[config.mk]
export PLATFORM = sky130hd
export DESIGN_NAME = if_fetch_unit
export DESIGN_NICKNAME = d
export VERILOG_FILES = /design/src/rtl/if_fetch_unit.sv
export SDC_FILE = /design/constraint.sdc
export NUM_CORES = 1
export LEC_CHECK = 0
export CORE_UTILIZATION = 30
export DETAILED_ROUTE_END_ITERATION = 10
export MAX_ROUTING_LAYER = met4
export SYNTH_ARGS = -nofsm -noshare
export SYNTH_HDL_FRONTEND = slang
export SYNTH_SLANG_ARGS = --single-unit
[constraint.sdc]
create_clock -name clk_i -period 4.5 [get_ports clk_i]
set_clock_uncertainty 0.2 [all_clocks]
set_input_delay 0.675 -clock clk_i [delete_from_list [all_inputs] [get_ports clk_i]]
set_output_delay 0.675 -clock clk_i [all_outputs]
set_load 0.05 [all_outputs]
[src/rtl/if_fetch_unit.sv]
`default_nettype none
// ============================================================================
// Module      : if_fetch_unit
// Description : Instruction fetch producer for the rv32im pipelined core.
//               Owns the architectural fetch PC, issues word requests to the
//               instruction memory over a req/busywait handshake, buffers up
//               to two returned instructions in a small FIFO and presents the
//               head (instruction + PC) to the IF/ID stage register. Honours
//               decode stall and branch/jump redirect (flush).
// Options     : `define IF_FETCH_PERF_CNT_EN adds fetch_cnt_o / bubble_cnt_o
//               performance counters.
// Revision    : 1.0 - initial release
// ============================================================================
module if_fetch_unit #(
  parameter logic [31:0] RESET_PC  = 32'h0000_0000,
  parameter logic [31:0] NOP_INSTR = 32'h0000_0013
) (
  input  logic        clk_i,
  input  logic        rst_ni,
  // instruction memory side
  output logic        imem_req_o,
  output logic [31:0] imem_addr_o,
  input  logic [31:0] imem_rdata_i,
  input  logic        imem_busywait_i,
  // pipeline control
  input  logic        stall_i,
  input  logic        redirect_i,
  input  logic [31:0] redirect_pc_i,
  // IF/ID side
  output logic [31:0] instr_o,
  output logic [31:0] pc_o,
`ifdef IF_FETCH_PERF_CNT_EN
  output logic [31:0] fetch_cnt_o,
  output logic [31:0] bubble_cnt_o,
`endif
  output logic        busywait_o
);

  // FETCH : request outstanding at the fetch PC
  // HOLD  : buffer full, no request issued
  // DRAIN : finishing a request that a redirect made stale
  typedef enum logic [1:0] {
    ST_FETCH = 2'd0,
    ST_HOLD  = 2'd1,
    ST_DRAIN = 2'd2
  } state_e;

  state_e      r_state;
  state_e      w_state_nxt;

  logic [31:0] r_fetch_pc;
  logic [31:0] w_fetch_pc_nxt;
  logic [31:0] r_target;
  logic [31:0] w_target_nxt;

  // Two-entry buffer kept as a shift register: entry 0 is always the head.
  logic [1:0]  r_count;
  logic [1:0]  w_count_nxt;
  logic [31:0] r_b0_instr;
  logic [31:0] r_b0_pc;
  logic [31:0] r_b1_instr;
  logic [31:0] r_b1_pc;
  logic [31:0] w_b0_instr_nxt;
  logic [31:0] w_b0_pc_nxt;
  logic [31:0] w_b1_instr_nxt;
  logic [31:0] w_b1_pc_nxt;

  logic        w_xfer_done;
  logic        w_head_valid;
  logic        w_consume;
  logic        w_push;
  logic [31:0] w_redirect_pc;

  // The request is gated by rst_ni so it is low for the whole reset window,
  // not only after the first clock edge.
  assign imem_req_o    = rst_ni & ((r_state == ST_FETCH) | (r_state == ST_DRAIN));
  // In DRAIN the fetch PC still holds the stale address, keeping addr stable.
  assign imem_addr_o   = r_fetch_pc;

  assign w_xfer_done   = imem_req_o & ~imem_busywait_i;
  assign w_head_valid  = (r_count != 2'd0);
  assign w_redirect_pc = {redirect_pc_i[31:2], 2'b00};

  // A redirect flushes the buffer, so it wins over both consume and push.
  assign w_consume     = w_head_valid & ~stall_i & ~redirect_i;
  // Responses completing in DRAIN belong to the abandoned path.
  assign w_push        = w_xfer_done & (r_state == ST_FETCH) & ~redirect_i;

  assign instr_o       = w_head_valid ? r_b0_instr : NOP_INSTR;
  assign pc_o          = w_head_valid ? r_b0_pc    : 32'h0000_0000;
  assign busywait_o    = ~w_head_valid;

  // Buffer next-state: flush, push, pop or simultaneous push/pop.
  always_comb begin
    w_count_nxt    = r_count;
    w_b0_instr_nxt = r_b0_instr;
    w_b0_pc_nxt    = r_b0_pc;
    w_b1_instr_nxt = r_b1_instr;
    w_b1_pc_nxt    = r_b1_pc;
    if (redirect_i) begin
      w_count_nxt = 2'd0;
    end else begin
      case ({w_push, w_consume})
        2'b10: begin
          if (r_count == 2'd0) begin
            w_b0_instr_nxt = imem_rdata_i;
            w_b0_pc_nxt    = r_fetch_pc;
          end else begin
            w_b1_instr_nxt = imem_rdata_i;
            w_b1_pc_nxt    = r_fetch_pc;
          end
          w_count_nxt = r_count + 2'd1;
        end
        2'b01: begin
          w_b0_instr_nxt = r_b1_instr;
          w_b0_pc_nxt    = r_b1_pc;
          w_count_nxt    = r_count - 2'd1;
        end
        2'b11: begin
          // Occupancy is unchanged; the new word lands behind whatever remains.
          if (r_count == 2'd1) begin
            w_b0_instr_nxt = imem_rdata_i;
            w_b0_pc_nxt    = r_fetch_pc;
          end else begin
            w_b0_instr_nxt = r_b1_instr;
            w_b0_pc_nxt    = r_b1_pc;
            w_b1_instr_nxt = imem_rdata_i;
            w_b1_pc_nxt    = r_fetch_pc;
          end
        end
        default: begin
          w_count_nxt = r_count;
        end
      endcase
    end
  end

  // Buffer storage registers.
  always_ff @(posedge clk_i or negedge rst_ni) begin
    if (!rst_ni) begin
      r_count    <= 2'd0;
      r_b0_instr <= NOP_INSTR;
      r_b0_pc    <= 32'h0000_0000;
      r_b1_instr <= NOP_INSTR;
      r_b1_pc    <= 32'h0000_0000;
    end else begin
      r_count    <= w_count_nxt;
      r_b0_instr <= w_b0_instr_nxt;
      r_b0_pc    <= w_b0_pc_nxt;
      r_b1_instr <= w_b1_instr_nxt;
      r_b1_pc    <= w_b1_pc_nxt;
    end
  end

  // Fetch FSM next-state, fetch-PC and saved-target logic.
  always_comb begin
    w_state_nxt    = r_state;
    w_fetch_pc_nxt = r_fetch_pc;
    w_target_nxt   = r_target;
    case (r_state)
      ST_FETCH: begin
        if (redirect_i) begin
          if (w_xfer_done) begin
            // Returned word is dropped; restart straight at the target.
            w_fetch_pc_nxt = w_redirect_pc;
          end else begin
            // Cannot retract a pending request: finish it, then jump.
            w_target_nxt = w_redirect_pc;
            w_state_nxt  = ST_DRAIN;
          end
        end else if (w_xfer_done) begin
          w_fetch_pc_nxt = r_fetch_pc + 32'd4;
          if (w_count_nxt == 2'd2) begin
            w_state_nxt = ST_HOLD;
          end
        end
      end
      ST_HOLD: begin
        if (redirect_i) begin
          w_fetch_pc_nxt = w_redirect_pc;
          w_state_nxt    = ST_FETCH;
        end else if (w_count_nxt != 2'd2) begin
          w_state_nxt = ST_FETCH;
        end
      end
      ST_DRAIN: begin
        // The newest redirect always replaces the saved target.
        if (redirect_i) begin
          w_target_nxt = w_redirect_pc;
        end
        if (w_xfer_done) begin
          w_fetch_pc_nxt = redirect_i ? w_redirect_pc : r_target;
          w_state_nxt    = ST_FETCH;
        end
      end
      default: begin
        w_state_nxt = ST_FETCH;
      end
    endcase
  end

  // Fetch FSM state, fetch PC and saved redirect target registers.
  always_ff @(posedge clk_i or negedge rst_ni) begin
    if (!rst_ni) begin
      r_state    <= ST_FETCH;
      r_fetch_pc <= RESET_PC;
      r_target   <= RESET_PC;
    end else begin
      r_state    <= w_state_nxt;
      r_fetch_pc <= w_fetch_pc_nxt;
      r_target   <= w_target_nxt;
    end
  end

`ifdef IF_FETCH_PERF_CNT_EN
  logic [31:0] r_fetch_cnt;
  logic [31:0] r_bubble_cnt;

  // Consumed-instruction and bubble-cycle counters; free-running, wrap at 2^32.
  always_ff @(posedge clk_i or negedge rst_ni) begin
    if (!rst_ni) begin
      r_fetch_cnt  <= 32'h0000_0000;
      r_bubble_cnt <= 32'h0000_0000;
    end else begin
      if (w_consume) begin
        r_fetch_cnt <= r_fetch_cnt + 32'd1;
      end
      if (!w_head_valid) begin
        r_bubble_cnt <= r_bubble_cnt + 32'd1;
      end
    end
  end

  assign fetch_cnt_o  = r_fetch_cnt;
  assign bubble_cnt_o = r_bubble_cnt;
`endif

endmodule
`default_nettype wire

* After elaboration in Yosys (flattened, before gate mapping)
Index checks and enable logic that the tools add are counted.
Operators by class: multiplexer cells 34, add/subtract/negate cells 3, reduce and logical (&&, ||, !) cells 12, bitwise operators 11, eq/ne operators 20
Operator list (count):
- $mux W32 | 18
- $pmux W32 S3 | 3
- $pmux W32 S2 | 3
- $add A32 B3 Y32 const B | 1
- $ne A2 B2 Y1 const B | 9
- $mux W2 | 8
- $ne A3 B3 Y1 const B | 3
- $eq A2 B2 Y1 const B | 4
- $reduce_and A4 Y1 | 2
- $and A1 B1 Y1 | 6
- $eq A2 B1 Y1 const B | 3
- $pmux W2 S3 | 1
- $reduce_and A3 Y1 | 2
- $reduce_bool A2 Y1 | 3
- $reduce_bool A3 Y1 | 2
- $reduce_and A5 Y1 | 1
- $logic_not A2 Y1 | 2
- $not A1 Y1 | 4
- $pmux W2 S2 | 1
- $ne A3 B2 Y1 const B | 1
- $add A2 B1 Y2 const B | 1
- $sub A2 B1 Y2 const B | 1
- $or A1 B1 Y1 | 1
Word-level totals: register bits 196

* Depth between registers and ports, before layout
Gate-level depths: netlist of run 1.
depth after elaboration 14, depth in mapped cells 12, depth with buffers taken out 11

* Worst setup path before layout of run 1
OpenSTA, ideal clock, no wires.
path type input port to flip-flop, start point input port redirect_i, end point register r_state[1], cell stages on the path 8, data arrival time 2.623 ns, setup slack 1.556 ns, cells stage by stage buf_2 > nor2b_1 > nand2_1 > ha_1 > and2_1 > or4_1 > a22o_1 > a22o_1
Between the ends: longest elaborated chain between the ends 8, elaborated cells on any way between the ends 17
RTL lines:
- start: declaration | line 27 | input logic redirect_i,
- $not A1 Y1 (no line)
- $and A1 B1 Y1, on equally long branches | line 85, 87
- $eq A2 B1 Y1 / $eq A2 B2 Y1 (equally long branches) | line 103 | case ({w_push, w_consume})
- $pmux W2 S2 | line 103
- $mux W2 | line 100 | if (redirect_i) begin
- $ne A2 B2 Y1 / $eq A2 B2 Y1 (equally long branches) | line 182, 173
- $ne A3 B3 Y1 (no line) / $ne A3 B2 Y1 (equally long branches)
- $reduce_and A5 Y1 (no line)
- end signal: assignment | line 209 | r_state <= w_state_nxt;
- end: declaration | line 48 | state_e r_state;
Parallel ways exist; a longest one is shown, timed or not. A chain may end at the register's enable or synchronous reset.

* Worst setup path in the final report of run 1
start point register r_count[0], end point output port instr_o[0]
Between the ends: longest elaborated chain between the ends 2
RTL lines:
- start: declaration | line 57 | logic [1:0] r_count;
- start signal: assignment | line 147 | r_count <= w_count_nxt;
- $reduce_bool A2 Y1 | line 81 | assign w_head_valid = (r_count != 2'd0);
- $mux W32 | line 89 | assign instr_o = w_head_valid ? r_b0_instr : NOP_INSTR;
- end: declaration | line 30 | output logic [31:0] instr_o,
Every way passes these cells.

==> results of run 1 <==
[cells in the final DEF (no fill, tap or decap), types with 3 or more instances in the layout]
cell / instances
a31oi_1: 6
clkdlybuf4s50_1: 163
nand3_1: 23
or2_2: 5
clkbuf_8: 3
clkinv_4: 3
nor2b_1: 70
a22o_1: 29
ha_1: 11
dfrtp_1: 190
a21o_1: 3
o31a_1: 4
a221oi_1: 8
inv_1: 16
o21ai_0: 47
dfstp_2: 6
o21ai_1: 5
nand2_1: 44
o2bb2ai_1: 8
nor4_1: 4
nor3_1: 11
o211ai_1: 6
o41ai_1: 3
a311oi_1: 4
a21boi_0: 3
mux2_2: 93
a22oi_1: 82
nand2b_1: 4
a21oi_1: 87
and3_1: 4
nor2_1: 86
buf_4: 26
nand4_1: 7
inv_6: 7
clkbuf_16: 17
[tightest hold or removal path, delay by kind of cell, from the launching register on]
kind               cells  cell delay [ns]
DFF                    1             0.35
AOI/OAI and AO/OA      1             0.06
and+or+nand+nor        1             0.04
[worst max path at each step]
| stage | start | endpoint | slack [ns] | depth (start not counted) |
|---|---|---|---|---|
| finish | r_count[0] | instr_o[0] | 0.80 | 5 |
| detailed placement | redirect_i | r_b0_instr[2] | 0.91 | 10 |
| CTS | r_count[0] | pc_o[18] | 0.74 | 5 |
| floorplan | redirect_i | r_state[1] | 1.56 | 8 |
| global route | rst_ni | r_b0_instr[2] | 0.62 | 12 |
| global placement | redirect_i | r_b0_instr[0] | 0.97 | 10 |
[cell type report]
| class | instances | area share |
|---|---|---|
| Clock buffer | 19 | 0.0352 |
| Clock inverter | 13 | 0.00866 |
| Inverter | 16 | 0.00467 |
| Multi-Input combinational cell | 706 | 0.379 |
| Sequential cell | 196 | 0.382 |
| Tap cell | 448 | 0.0436 |
| Timing Repair Buffer | 193 | 0.147 |
[sequential cells by signal, summed over array words and instances, names as in the netlist]
name and flops:
r_b0_instr 32, r_b0_pc 32, r_target 32, r_b1_instr 32, imem_addr_o 32, r_count 2, r_state 2, r_b1_pc 32
[power breakdown]
part           switching [mW]  internal, mW
combinational            2.31          1.70
clock                   0.731         0.756
sequential              0.685          2.62
total                    3.73          5.07
[metrics by stage]
step / power (mW) / cell area [sq um] / cells / hold WS, ns
floorplan: 6.05 / 10200 / 997 / 0.179
global placement: 7.26 / 12300 / 1558 / 0.263
detailed placement: 7.35 / 12300 / 1558 / 0.272
CTS: 8.87 / 12900 / 1591 / 0.288
global route: 9.42 / 12900 / 1591 / 0.316
finish: 8.80 / 12900 / 1591 / 0.284
[metal layers]
metal,vias to the layer above,GRT usage
met1,4013,0.236
met3,15,0.0286
li1,3921,-
met4,0,0.0393
met2,200,0.259
met5,-,-
[repair_timing]
action | 4_1_cts | 5_1_grt
setup buffers | 0 | 0
hold buffers | 1 | 0
hold endpoints to repair | 40 | 0
setup endpoints to repair | 0 | 0
gates resized for setup | 0 | 0
[kinds of logic after synthesis]
family	after synthesis
compound gates	315
simple gates	282
flops	196
mux	96
buf+inv	95
fa+ha+maj	12
xor+xnor	1
==> out/metrics.cfg, run 1 <==
[clock_tree]
clk_pin_slew_ns = 0.07
cts_root_buf = clkbuf_16
cts_tree = done
clock_path_buffers = 2
clock_latency_ns = 0.45
cts_made_buffers = 17
h-tree-depth = 4
cts_sinks = 196

[logic_synthesis]
syn_avg_cell_area_sq_um = 10.2
synth_area_leaders = dfrtp_1 (47%), mux2_2 (10%), a22oi_1 (6.1%), nor2b_1 (4.3%), a21oi_1 (4.3%)
synth_edf_count = 0
synthTopCellsByCount = dfrtp_1 (190), mux2_2 (93), a21oi_1 (87), nor2_1 (86), a22oi_1 (82)
yosysUniqueCellTypes = 67
synth_ff_type = dfrtp_1
synthArstFlopShare = 1.00
synth_fa_ha_area_frac = 0.0148
synth.area.mux_share = 0.106
synth-compound-area-share = 0.207
yosysSeqAreaShare = 0.484
synth_fp_nets = 1078
synthXorXnorAreaFrac = 0.000863
synth_area_sq_um = 10200
synth_most_common_cell = dfrtp_1
synth_top_family_by_area = compound AO/OA/AOI/OAI gates
synth_seq_cells = 196
synthesis.instances = 997
synth_warnings = 0
synth-simple-area-share = 0.148
netlist.area_leader.share = 0.468
synth.largest_area_cell = dfrtp_1

[route]
met2_wirelength_microns = 12600
first_iter_violations = 569
wl_met3_microns = 1190
wirelength_microns = 28000
vias_per_cell = 5.12
drc = 0
drt-met1-wl_microns = 13900
antenna_left = 0
top_layer = met4
drt-pass1-iter-count = 4
via_count = 8149
wl_per_cell_microns = 17.6

[worst_setup_path]
reg2regPathDepth = 9
path_cells = inv_1, ha_2, buf_4, or2_2, clkdlybuf4s50_1
r2r_slack_ns = 1.13
start_kind = flop
cp_data_required_time_ns = 3.62
r2r-start = r_count[0]
critPathKind = reg -> out
cp.arrival_ns = 2.83
crit_fanout = 32
r2r-end = r_b1_instr[18]
crit_family = buffers and inverters
crit_slowest_cell = clkdlybuf4s50_1
cp-end-kind = output pin
crit_buf_inv = 3
max_stage_delay_ns = 0.79

[cells_and_area]
utilization = 0.385
fill_cells = 3316
final_nets = 1211
multi_input_area_sq_um = 4880
syn2layout_area_growth_pct = 26.7
register_area_sq_um = 4910
antennaDiodeCount = 0
drive_above_1_share = 0.159

[sta]
timing.final.ws_setup_ns = 0.796
rsz0062_at_grt = false
fin_crit_sh = 0.823
drv_slew = 0
finalSetupViolCount = 0
worstMarginPinSlew_ns = 0.936
max-slew-margin-rel = 0.376
final_hold_viol_count = 0
fmax_ghz = 0.270
period_needed_ns = 3.70
tns_ns = 0

[floorplan]
initial_core_util = 0.304
core_area_sq_um = 33400
core.rowCount = 67
die_area_sq_um = 34600
dieHeight_microns = 186
io-pin-count = 167
fp.dieW_microns = 186

[pwr]
vdd_drop_max_mv = 0.306
p_per_area_nw_per_um2 = 684
p_leak_nw = 5.09

[global_routing]
antenna_found_initial = 0
grtUsageTotal = 0.170
grt_max_degree = 129
gr-total-overflow = 0
grt_pass1_wl_microns = 44200
grt_pass1_vias = 7877

[run_status]
status = finished, final reports clean

[placed_design]
dpl.hpwl_microns = 18900
port_buffers = 164
post-place-ws_ns = 0.907
place.gp.congestion = 0.798

[min_path]
min-delay-start = r_b1_pc[26]
holdPathEnd = r_b1_pc[26]
hold_depth = 2
min_path_type = reg -> reg

[run]
drv_cap = 0

Power figures use the tool's default switching activity.
==> inputs of run 2 (changes only) <==
- clock period: 4.5 -> 3.4 ns (I/O delays scaled with it)
==> run 2 against run 1 <==
Against the previous run:
- via count increased by 1.3%
- sequential power rose by 32%
- non-clock buffer count rose by 5
- critical path type is now reg -> reg
- largest power group unchanged
- highest routed layer unchanged
==> out/metrics.cfg, run 2 (same netlist as run 1, synthesis figures left out) <==
[worst_setup_path]
cp.arrival_ns = 3.26  ; was 2.83 ns
r2r-end = r_state[1]  ; was r_b1_instr[18]
crit_slowest_cell = or4_1  ; was clkdlybuf4s50_1
max_stage_delay_ns = 0.61  ; was 0.79 ns
path_depth = 9  ; was 5
path_cells = inv_1, ha_1, nor2b_1, nand2_1, ha_1, and2_1, or4_1, a22o_1, a22o_1  ; was inv_1, ha_2, buf_4, or2_2, clkdlybuf4s50_1
crit_buf_inv = 1  ; was 3
r2r-start = r_state[0]  ; was r_count[0]
cp_data_required_time_ns = 3.52  ; was 3.62 ns
crit_family = simple AND/OR/NAND/NOR gates  ; was buffers and inverters
start_kind = flop  ; unchanged
cp-end-kind = flop  ; was output pin
critPathKind = reg -> reg  ; was reg -> out
crit_fanout = 7  ; was 32
r2r_slack_ns = 0.26  ; was 1.13 ns
reg2regPathDepth = 9  ; unchanged

[sta]
max-slew-margin-rel = 0.327  ; was 0.376
fin_crit_sh = 0.923
timing.final.ws_setup_ns = 0.263  ; was 0.796 ns
worstMarginPinSlew_ns = 1.01  ; was 0.936 ns
finalSetupViolCount = 0  ; unchanged
drv_slew = 0  ; unchanged
tns_ns = 0  ; unchanged
fmax_ghz = 0.319
final_hold_viol_count = 0  ; unchanged
rsz0062_at_grt = false  ; unchanged
period_needed_ns = 3.14

[pwr]
vdd_drop_max_mv = 0.395  ; was 0.306 mV
p_per_area_nw_per_um2 = 923  ; was 684 nW/um^2
p_leak_nw = 5.18  ; was 5.09 nW

[clock_tree]
cts_made_buffers = 17  ; unchanged
cts.repair.resized = 0  ; unchanged
cts_root_buf = clkbuf_16  ; unchanged
hold_buffers = 0  ; was 1
postCtsSetupBuffers = 0  ; unchanged
cts_tree = done  ; unchanged
clock_path_buffers = 2  ; unchanged
clk_pin_slew_ns = 0.07  ; about the same
clock_latency_ns = 0.45  ; about the same
cts_sinks = 196  ; unchanged
h-tree-depth = 4  ; unchanged

[global_routing]
grtUsageTotal = 0.173  ; was 0.170
antenna_found_initial = 0  ; unchanged
grt_pass1_vias = 7974  ; was 7877
grt_max_degree = 78  ; was 129
grt_pass1_wl_microns = 44800  ; was 44200 microns
gr-total-overflow = 0  ; unchanged

[cells_and_area]
fill_cells = 3289  ; was 3316
layout.cells.non_filler = 1597  ; was 1591
final_common_cell = dfrtp_1  ; unchanged
register_area_sq_um = 4910  ; unchanged
stdcell_area_sq_um = 13100  ; was 12900 sq um
layout_common_cells = dfrtp_1 (190), clkdlybuf4s50_1 (160), mux2_2 (93), a21oi_1 (87), nor2_1 (86)  ; was dfrtp_1 (190), clkdlybuf4s50_1 (163), mux2_2 (93), a21oi_1 (87), nor2_1 (86)
drive_above_1_share = 0.164  ; was 0.159
syn2layout_area_growth_pct = 28.7  ; was 26.7%
final_nets = 1216  ; was 1211
multi_input_area_sq_um = 4880  ; unchanged

[floorplan]
io-pin-count = 167  ; unchanged
fp.dieW_microns = 186  ; unchanged
dieHeight_microns = 186  ; unchanged
initial_core_util = 0.304  ; unchanged
die_area_sq_um = 34600  ; unchanged
core_area_sq_um = 33400  ; unchanged
core.rowCount = 67  ; unchanged

[placed_design]
dpl.hpwl_microns = 19000  ; was 18900 microns
port_buffers = 164  ; unchanged
post-place-ws_ns = 0.137  ; was 0.907 ns
post_dp_cell_area_sq_um = 12400  ; was 12300 sq um
place.gp.congestion = 0.813  ; was 0.798
dp_cells = 1564  ; was 1558

[route]
first_iter_violations = 513  ; was 569
antenna_left = 0  ; unchanged
drc = 0  ; unchanged
wl_per_cell_microns = 17.6  ; about the same
vias_per_cell = 5.17  ; was 5.12
drt-pass1-iter-count = 5  ; was 4
wirelength_microns = 28000  ; about the same
via_count = 8255  ; was 8149

[run_status]
status = finished, final reports clean  ; unchanged

[run]
drv_cap = 0  ; unchanged

[min_path]
min_path_type = in -> async  ; was reg -> reg

## run 2: worst reg2reg max path: stages (launching register included)
cell and delay, ns:
dfrtp_1 0.46, inv_1 0.15, ha_1 0.31, nor2b_1 0.21, nand2_1 0.13, ha_1 0.35, and2_1 0.18, or4_1 0.61
a22o_1 0.26, a22o_1 0.17
## run 2: worst max path at each step
stage	startpoint	to	slack, ns
after floorplan	r_count[0]	r_b1_instr[23]	0.50
after global placement	redirect_i	r_state[1]	0.18
after detailed placement	redirect_i	r_state[1]	0.14
after CTS	r_state[0]	r_state[1]	0.26
after global routing	r_state[0]	r_state[1]	0.05
final	r_state[0]	r_state[1]	0.26
## run 2: through the flow
stage                     hold WS (ns)  utilization  power (mW)
after CTS                       0.0659        0.391        12.2
after detailed placement         0.271        0.371        9.83
after global placement           0.261        0.371        9.70
after floorplan                 0.0144            -        8.00
final                           0.0551        0.391        12.1
after global routing             0.104        0.391        12.9
## run 2: where the power goes
part	switching [mW]	total, mW	internal, mW
combinational	3.07	5.38	2.31
clock	0.916	2.30	1.39
sequential	0.914	4.38	3.47
total	4.90	12.1	7.17
## run 2: area by class of cell
class | instances | area share
Sequential cell | 196 | 0.376
Multi-Input combinational cell | 706 | 0.373
Timing Repair Buffer | 198 | 0.152
Tap cell | 448 | 0.0429
Clock buffer | 20 | 0.0334
Clock inverter | 12 | 0.0175
Inverter | 16 | 0.00460
Antenna cell | 1 | 0.000191
## run 2: metal layers
metal  part of all wire  GRT usage  vias up  wire (microns)
met3              0.042     0.0284       22            1190
met5                  0          -        -               0
met4              0.015     0.0498        0             415
met2               0.45      0.255      224           12600
li1                   -          -     3927               -
met1               0.49      0.242     4082           13800
==> inputs of run 3 (changes only) <==
- SKIP_LAST_GASP: default -> 1
==> results of run 3 <==
The final DEF is identical to that of run 2; final timing and power are the same.
